$ cat config.mk
export PLATFORM = sky130hd
export DESIGN_NAME = uart_rx
export DESIGN_NICKNAME = d
export VERILOG_FILES = /design/src/rtl/uart_rx.sv
export SDC_FILE = /design/constraint.sdc
export NUM_CORES = 1
export LEC_CHECK = 0
export ABC_AREA = 1
export CAP_MARGIN = 25
export CORE_AREA = 2 2 73 75
export DETAILED_ROUTE_END_ITERATION = 10
export DIE_AREA = 0 0 75 77
export PLACE_DENSITY = 0.54
export SLEW_MARGIN = 30
export SYNTH_ARGS = -nofsm -noshare
export SYNTH_HDL_FRONTEND = slang
export SYNTH_SLANG_ARGS = --single-unit
$ cat constraint.sdc
create_clock -name clk -period 2.6 [get_ports clk]
set_input_delay 0.26 -clock clk [delete_from_list [all_inputs] [get_ports clk]]
set_output_delay 0.26 -clock clk [all_outputs]
set_load 0.02 [all_outputs]
$ cat src/rtl/uart_rx.sv
// ============================================================================
// Module   : uart_rx
// Purpose  : 16x-oversampling 8N1 UART receiver with valid/ready output and
//            framing/overrun error pulses. Define UART_RX_MAJORITY_EN for
//            2-of-3 majority sampling of each start/data/stop decision.
// Revision : 1.0 - initial release
// ============================================================================
`default_nettype none

module uart_rx #(
  parameter int DATA_BITS  = 8,
  parameter int OVERSAMPLE = 16
) (
  input  logic                 clk,
  input  logic                 rst,
  input  logic                 tick_16x,
  input  logic                 rx,
  output logic [DATA_BITS-1:0] rx_data,
  output logic                 rx_valid,
  input  logic                 rx_ready,
  output logic                 frame_err,
  output logic                 overrun_err
);

  localparam int CW = $clog2(OVERSAMPLE);
  localparam int BW = (DATA_BITS > 1) ? $clog2(DATA_BITS) : 1;
  localparam logic [CW-1:0] c_half_m1 = CW'(OVERSAMPLE / 2 - 1);
  localparam logic [CW-1:0] c_full_m1 = CW'(OVERSAMPLE - 1);
  localparam logic [BW-1:0] c_last_bit = BW'(DATA_BITS - 1);

  typedef enum logic [2:0] {
    IDLE       = 3'd0,
    START      = 3'd1,
    DATA       = 3'd2,
    STOP       = 3'd3,
    BREAK_WAIT = 3'd4
  } state_e;

  state_e                 state_q;
  logic [CW-1:0]          cnt_q;
  logic [BW-1:0]          bit_idx_q;
  logic [DATA_BITS-1:0]   shift_q;
  logic [DATA_BITS-1:0]   rx_data_q;
  logic                   rx_valid_q;
  logic                   frame_err_q;
  logic                   overrun_err_q;
  logic [1:0]             sync_q;
  logic                   w_rx_s;
  logic                   w_bit;
  logic [DATA_BITS:0]     w_shift;

  always_ff @(posedge clk) begin
    if (rst) begin
      sync_q <= 2'b11;
    end else begin
      sync_q <= {sync_q[0], rx};
    end
  end

  assign w_rx_s = sync_q[1];

`ifdef UART_RX_MAJORITY_EN
  // rx_s seen on the two previous ticks, i.e. at cnt = target-2 and target-1
  logic [1:0] hist_q;

  always_ff @(posedge clk) begin
    if (rst) begin
      hist_q <= 2'b11;
    end else if (tick_16x) begin
      hist_q <= {hist_q[0], w_rx_s};
    end
  end

  assign w_bit = (hist_q[1] & hist_q[0]) | (hist_q[1] & w_rx_s) | (hist_q[0] & w_rx_s);
`else
  assign w_bit = w_rx_s;
`endif

  assign w_shift = {w_bit, shift_q};

  always_ff @(posedge clk) begin
    if (rst) begin
      state_q       <= IDLE;
      cnt_q         <= '0;
      bit_idx_q     <= '0;
      shift_q       <= '0;
      rx_data_q     <= '0;
      rx_valid_q    <= 1'b0;
      frame_err_q   <= 1'b0;
      overrun_err_q <= 1'b0;
    end else begin
      frame_err_q   <= 1'b0;
      overrun_err_q <= 1'b0;
      // Consumption; a delivery on the same cycle overrides this below
      if (rx_valid_q && rx_ready) begin
        rx_valid_q <= 1'b0;
      end
      if (tick_16x) begin
        case (state_q)
          IDLE: begin
            if (!w_rx_s) begin
              state_q <= START;
              cnt_q   <= '0;
            end
          end
          START: begin
            if (cnt_q == c_half_m1) begin
              if (!w_bit) begin
                state_q   <= DATA;
                cnt_q     <= '0;
                bit_idx_q <= '0;
              end else begin
                state_q <= IDLE;
              end
            end else begin
              cnt_q <= cnt_q + CW'(1);
            end
          end
          DATA: begin
            if (cnt_q == c_full_m1) begin
              shift_q   <= w_shift[DATA_BITS:1];
              cnt_q     <= '0;
              bit_idx_q <= bit_idx_q + BW'(1);
              if (bit_idx_q == c_last_bit) begin
                state_q <= STOP;
              end
            end else begin
              cnt_q <= cnt_q + CW'(1);
            end
          end
          STOP: begin
            if (cnt_q == c_full_m1) begin
              cnt_q <= '0;
              if (w_bit) begin
                state_q <= IDLE;
                if (!rx_valid_q || rx_ready) begin
                  rx_data_q  <= shift_q;
                  rx_valid_q <= 1'b1;
                end else begin
                  overrun_err_q <= 1'b1;
                end
              end else begin
                frame_err_q <= 1'b1;
                state_q     <= BREAK_WAIT;
              end
            end else begin
              cnt_q <= cnt_q + CW'(1);
            end
          end
          BREAK_WAIT: begin
            if (w_rx_s) begin
              state_q <= IDLE;
            end
          end
          default: state_q <= IDLE;
        endcase
      end
    end
  end

  assign rx_data     = rx_data_q;
  assign rx_valid    = rx_valid_q;
  assign frame_err   = frame_err_q;
  assign overrun_err = overrun_err_q;

endmodule

`default_nettype wire

==> impl_metrics.prom <==
# TYPE chip_impl_metric gauge
chip_impl_info{name="outcome",value="completed"} 1
chip_impl_metric{name="pwr-share-comb",unit=""} 0.218
chip_impl_metric{name="detailed_place_hpwl",unit="microns"} 2100
chip_impl_metric{name="fp.dieArea",unit="sq um"} 5780
chip_impl_metric{name="antennaDiodeCount",unit=""} 0
chip_impl_metric{name="clock_latency",unit="ns"} 0.28
chip_impl_info{name="grt_busiest_layer",value="met1"} 1
chip_impl_metric{name="route.detailed.vias_per_inst",unit=""} 4.34
chip_impl_info{name="worst_setup_path_startpoint",value="cnt_q[1]$_SDFFE_PP0P_"} 1
chip_impl_metric{name="power-per-cell-area",unit="nW/um^2"} 766
chip_impl_metric{name="ant_nets",unit=""} 0
chip_impl_metric{name="grt_remaining_overflow",unit=""} 0
chip_impl_metric{name="grt.met2_usage",unit=""} 0.166
chip_impl_metric{name="netlist_area",unit="sq um"} 1440
chip_impl_metric{name="ctsLongestPathBuffers",unit=""} 2
chip_impl_metric{name="postLayoutCoreUtil",unit=""} 0.356
chip_impl_metric{name="fin_hold_ws",unit="ns"} 0.416
chip_impl_info{name="rsz0062_at_grt",value="false"} 1
chip_impl_metric{name="wl",unit="microns"} 3000
chip_impl_metric{name="area_delta_synth_final",unit="%"} 22.9
chip_impl_metric{name="ys_ff_latch",unit=""} 31
chip_impl_metric{name="timing.critical_path.slowest_cell_delay",unit="ns"} 0.40
chip_impl_info{name="worst_setup_path_end_kind",value="register"} 1
chip_impl_metric{name="drt_pre_antenna_iters",unit=""} 4
chip_impl_metric{name="power_report.internal_total",unit="mW"} 0.925
chip_impl_metric{name="power.share.clock",unit=""} 0.368
chip_impl_metric{name="top_level_ports",unit=""} 16
chip_impl_metric{name="number_of_remaining_drc_errors",unit=""} 0
chip_impl_metric{name="synth_top_area_share",unit=""} 0.431
chip_impl_metric{name="path_buf_inv",unit=""} 2
chip_impl_metric{name="critPathRequiredTime",unit="ns"} 2.77
chip_impl_metric{name="finClkSkew",unit="ns"} 0.00379
chip_impl_info{name="crit_type",value="register to register"} 1
chip_impl_info{name="class_of_the_worst_hold_path",value="register to register"} 1
chip_impl_metric{name="async_flop_share",unit=""} 0
chip_impl_metric{name="crit_arrival",unit="ns"} 1.91
chip_impl_metric{name="synth.avg_cell_area",unit="sq um"} 7.55
chip_impl_metric{name="gp_congestion",unit=""} 0.798
chip_impl_metric{name="antenna_found_initial",unit=""} 0
chip_impl_metric{name="fmax",unit="MHz"} 577
chip_impl_metric{name="placement_rows",unit=""} 26
chip_impl_metric{name="worst_slew_margin_rel",unit=""} 0.637
chip_impl_info{name="crit_slowest_cell",value="dfxtp_1"} 1
chip_impl_metric{name="final_max_slew_viol_count",unit=""} 0
chip_impl_info{name="critical_path.top_delay_family",value="simple AND/OR/NAND/NOR gates"} 1
chip_impl_metric{name="globalRouteMet3Util",unit=""} 0.0394
chip_impl_metric{name="post_dp_cell_area",unit="sq um"} 1650
chip_impl_metric{name="share_of_synthesized_area_occupied_by_flip_flops_and_latches",unit=""} 0.431
chip_impl_metric{name="grt.total_usage",unit=""} 0.121
chip_impl_metric{name="max_cap_viol_count",unit=""} 0
chip_impl_metric{name="netSwitchingFraction",unit=""} 0.318
chip_impl_metric{name="cts_post_setup_buffers_inserted",unit=""} 0
chip_impl_info{name="synthFlopType",value="dfxtp_1"} 1
chip_impl_info{name="start_kind",value="register"} 1
chip_impl_metric{name="clkTransAtPathRegs",unit="ns"} 0.07
chip_impl_metric{name="part_of_the_cycle_the_worst_path_needs",unit=""} 0.666
chip_impl_info{name="worstHoldStart",value="sync_q[0]$_SDFF_PP1_"} 1
chip_impl_metric{name="die_width",unit="microns"} 75
chip_impl_metric{name="final_layout_size_suffix_gt1_frac",unit=""} 0.148
chip_impl_info{name="yosys.area.top_type",value="dfxtp_1"} 1
chip_impl_metric{name="setup_viol",unit=""} 0
chip_impl_metric{name="ir_drop",unit="V"} 0.000237
chip_impl_metric{name="layout.filler_cells",unit=""} 531
chip_impl_metric{name="initialDrtViolationCount",unit=""} 55
chip_impl_metric{name="die_h",unit="microns"} 77
chip_impl_metric{name="grt_first_pass_wirelength",unit="microns"} 5300
chip_impl_metric{name="initial_core_util",unit=""} 0.290
chip_impl_metric{name="place.port_buffers",unit=""} 15
chip_impl_info{name="most_frequent_cell_after_synthesis",value="nor2_1"} 1
chip_impl_info{name="path_cells",value="ha_1 -> nand3_4 -> nor2_4 -> inv_2 -> nor2_4 -> inv_1 -> nor2_1 -> nor2_1"} 1
chip_impl_info{name="timing.rr.start",value="cnt_q[1]$_SDFFE_PP0P_"} 1
chip_impl_metric{name="final-hold-violation-count",unit=""} 0
chip_impl_metric{name="syn_nets",unit=""} 199
chip_impl_metric{name="sequentialPowerShare",unit=""} 0.414
chip_impl_info{name="ys_top_cells_by_area",value="dfxtp_1 (43%), nor2_1 (12%), o21ai_0 (7.6%), nand2_1 (6.5%), inv_1 (3.6%)"} 1
chip_impl_metric{name="cts_hold_repair.buffers",unit=""} 0
chip_impl_metric{name="fin_total_pwr",unit="mW"} 1.36
chip_impl_metric{name="htree_levels",unit=""} 2
chip_impl_metric{name="via_count_of_the_first_global_routing_pass",unit=""} 1112
chip_impl_info{name="root_buffer",value="clkbuf_8"} 1
chip_impl_metric{name="worst-path-max-fanout",unit=""} 12
chip_impl_metric{name="num-nets-final",unit=""} 216
chip_impl_metric{name="clock_sinks",unit=""} 31
chip_impl_metric{name="post_cts.resized_instances",unit=""} 0
chip_impl_metric{name="synthCells",unit=""} 191
chip_impl_metric{name="power_switching",unit="mW"} 0.432
chip_impl_metric{name="wl_per_cell",unit="microns"} 10.8
chip_impl_metric{name="timing_worst_slew_pin_value",unit="ns"} 0.544
chip_impl_info{name="cts_tree",value="yes"} 1
chip_impl_metric{name="cellLeakagePower",unit="nW"} 0.725
chip_impl_metric{name="total_vias_in_the_final_route",unit=""} 1212
chip_impl_metric{name="cts_buffers",unit=""} 5
chip_impl_metric{name="timing.final.crit_period",unit="ns"} 1.73
chip_impl_metric{name="synth_cell_type_count",unit=""} 30
chip_impl_metric{name="ys_warn_count",unit=""} 0
chip_impl_metric{name="pin_count_of_the_biggest_net_entering_global_routing",unit=""} 22
chip_impl_info{name="synth_commonest_cells",value="nor2_1 (46), dfxtp_1 (31), nand2_1 (25)"} 1
chip_impl_metric{name="synth-edff-count",unit=""} 0
chip_impl_metric{name="use_met1",unit=""} 0.171
chip_impl_metric{name="floorplan.core_area",unit="sq um"} 4980
chip_impl_metric{name="setup_tns",unit="ns"} 0
chip_impl_metric{name="post_layout_instance_area",unit="sq um"} 1770
-- kinds of logic (layout without fill, tap and decap cells) --
group / after synthesis / after routing / synth area share
adders and majority gates: 3 / 3 / 0.0260
AOI/OAI and AO/OA: 35 / 35 / 0.140
DFF: 31 / 31 / 0.431
and+or+nand+nor: 98 / 98 / 0.331
buffers and inverters: 23 / 41 / 0.0668
xor gates and xnor gates: 1 / 1 / 0.00608
-- layout by cell type (no fill, tap or decap), types with 2 or more instances in the layout --
master / n
inv_1: 14
nor2_1: 46
or2_2: 3
a21oi_2: 4
nand3_1: 8
nand2_1: 25
o21ai_0: 22
nor2_4: 2
nor2_2: 5
o211ai_1: 2
clkbuf_8: 6
inv_2: 3
dfxtp_1: 31
clkdlybuf4s50_1: 15
ha_1: 3
nand3b_1: 2
nand3_4: 2
a21oi_1: 3
-- final timing paths --
| path | to | slack [ns] | cells after the start |
|---|---|---|---|
| max | shift_q[2]$_SDFFE_PP0P_ | 0.87 | 8 |
| min | sync_q[1]$_SDFF_PP1_ | 0.42 | 1 |
| max reg2reg | shift_q[2]$_SDFFE_PP0P_ | 0.87 | 8 |
| min reg2reg | sync_q[1]$_SDFF_PP1_ | 0.42 | 1 |
-- layer usage --
| metal | vias to the layer above | wire length (microns) | share of wire |
|---|---|---|---|
| met5 | - | 0 | 0 |
| li1 | 651 | - | - |
| met1 | 541 | 1520 | 0.51 |
| met3 | 2 | 105 | 0.035 |
| met4 | 0 | 35 | 0.012 |
| met2 | 18 | 1330 | 0.44 |
-- registers in the layout (all words and copies together), names as in the netlist --
signal / count
overrun_err: 1
rx_valid: 1
state_q: 3
rx_data: 8
shift_q: 8
sync_q: 2
cnt_q: 4
bit_idx_q: 3
frame_err: 1
-- cell type report --
cell class              count  area [sq um]  area share
multi-input cells         137           724       0.409
flip-flops and latches     31           621       0.350
repair buffers             16           158      0.0890
well taps                  70          87.6      0.0494
clock buffers               6          82.6      0.0466
inverters                  17          63.8      0.0360
clock inverters             2          35.0      0.0198
-- power by group through the flow --
stage,Sequential [mW],Combinational (mW),Clock (mW)
after floorplan,0.549,0.257,0
after global placement,0.572,0.300,0
after detailed placement,0.572,0.299,0
after CTS,0.561,0.301,0.512
after global routing,0.570,0.341,0.537
final,0.562,0.296,0.499
-- worst register-to-register path, stage by stage, from the launching register on --
cell and delay [ns]:
dfxtp_1 0.40, ha_1 0.29, nand3_4 0.13, nor2_4 0.15, inv_2 0.06, nor2_4 0.21
inv_1 0.19, nor2_1 0.13, nor2_1 0.06
-- through the flow --
stage                     setup WS, ns  cells
final                            0.868    279
after floorplan                   1.23    191
after global routing             0.670    279
after detailed placement         0.843    271
after CTS                        0.872    279
after global placement           0.846    271
Power figures use the tool's default switching activity.
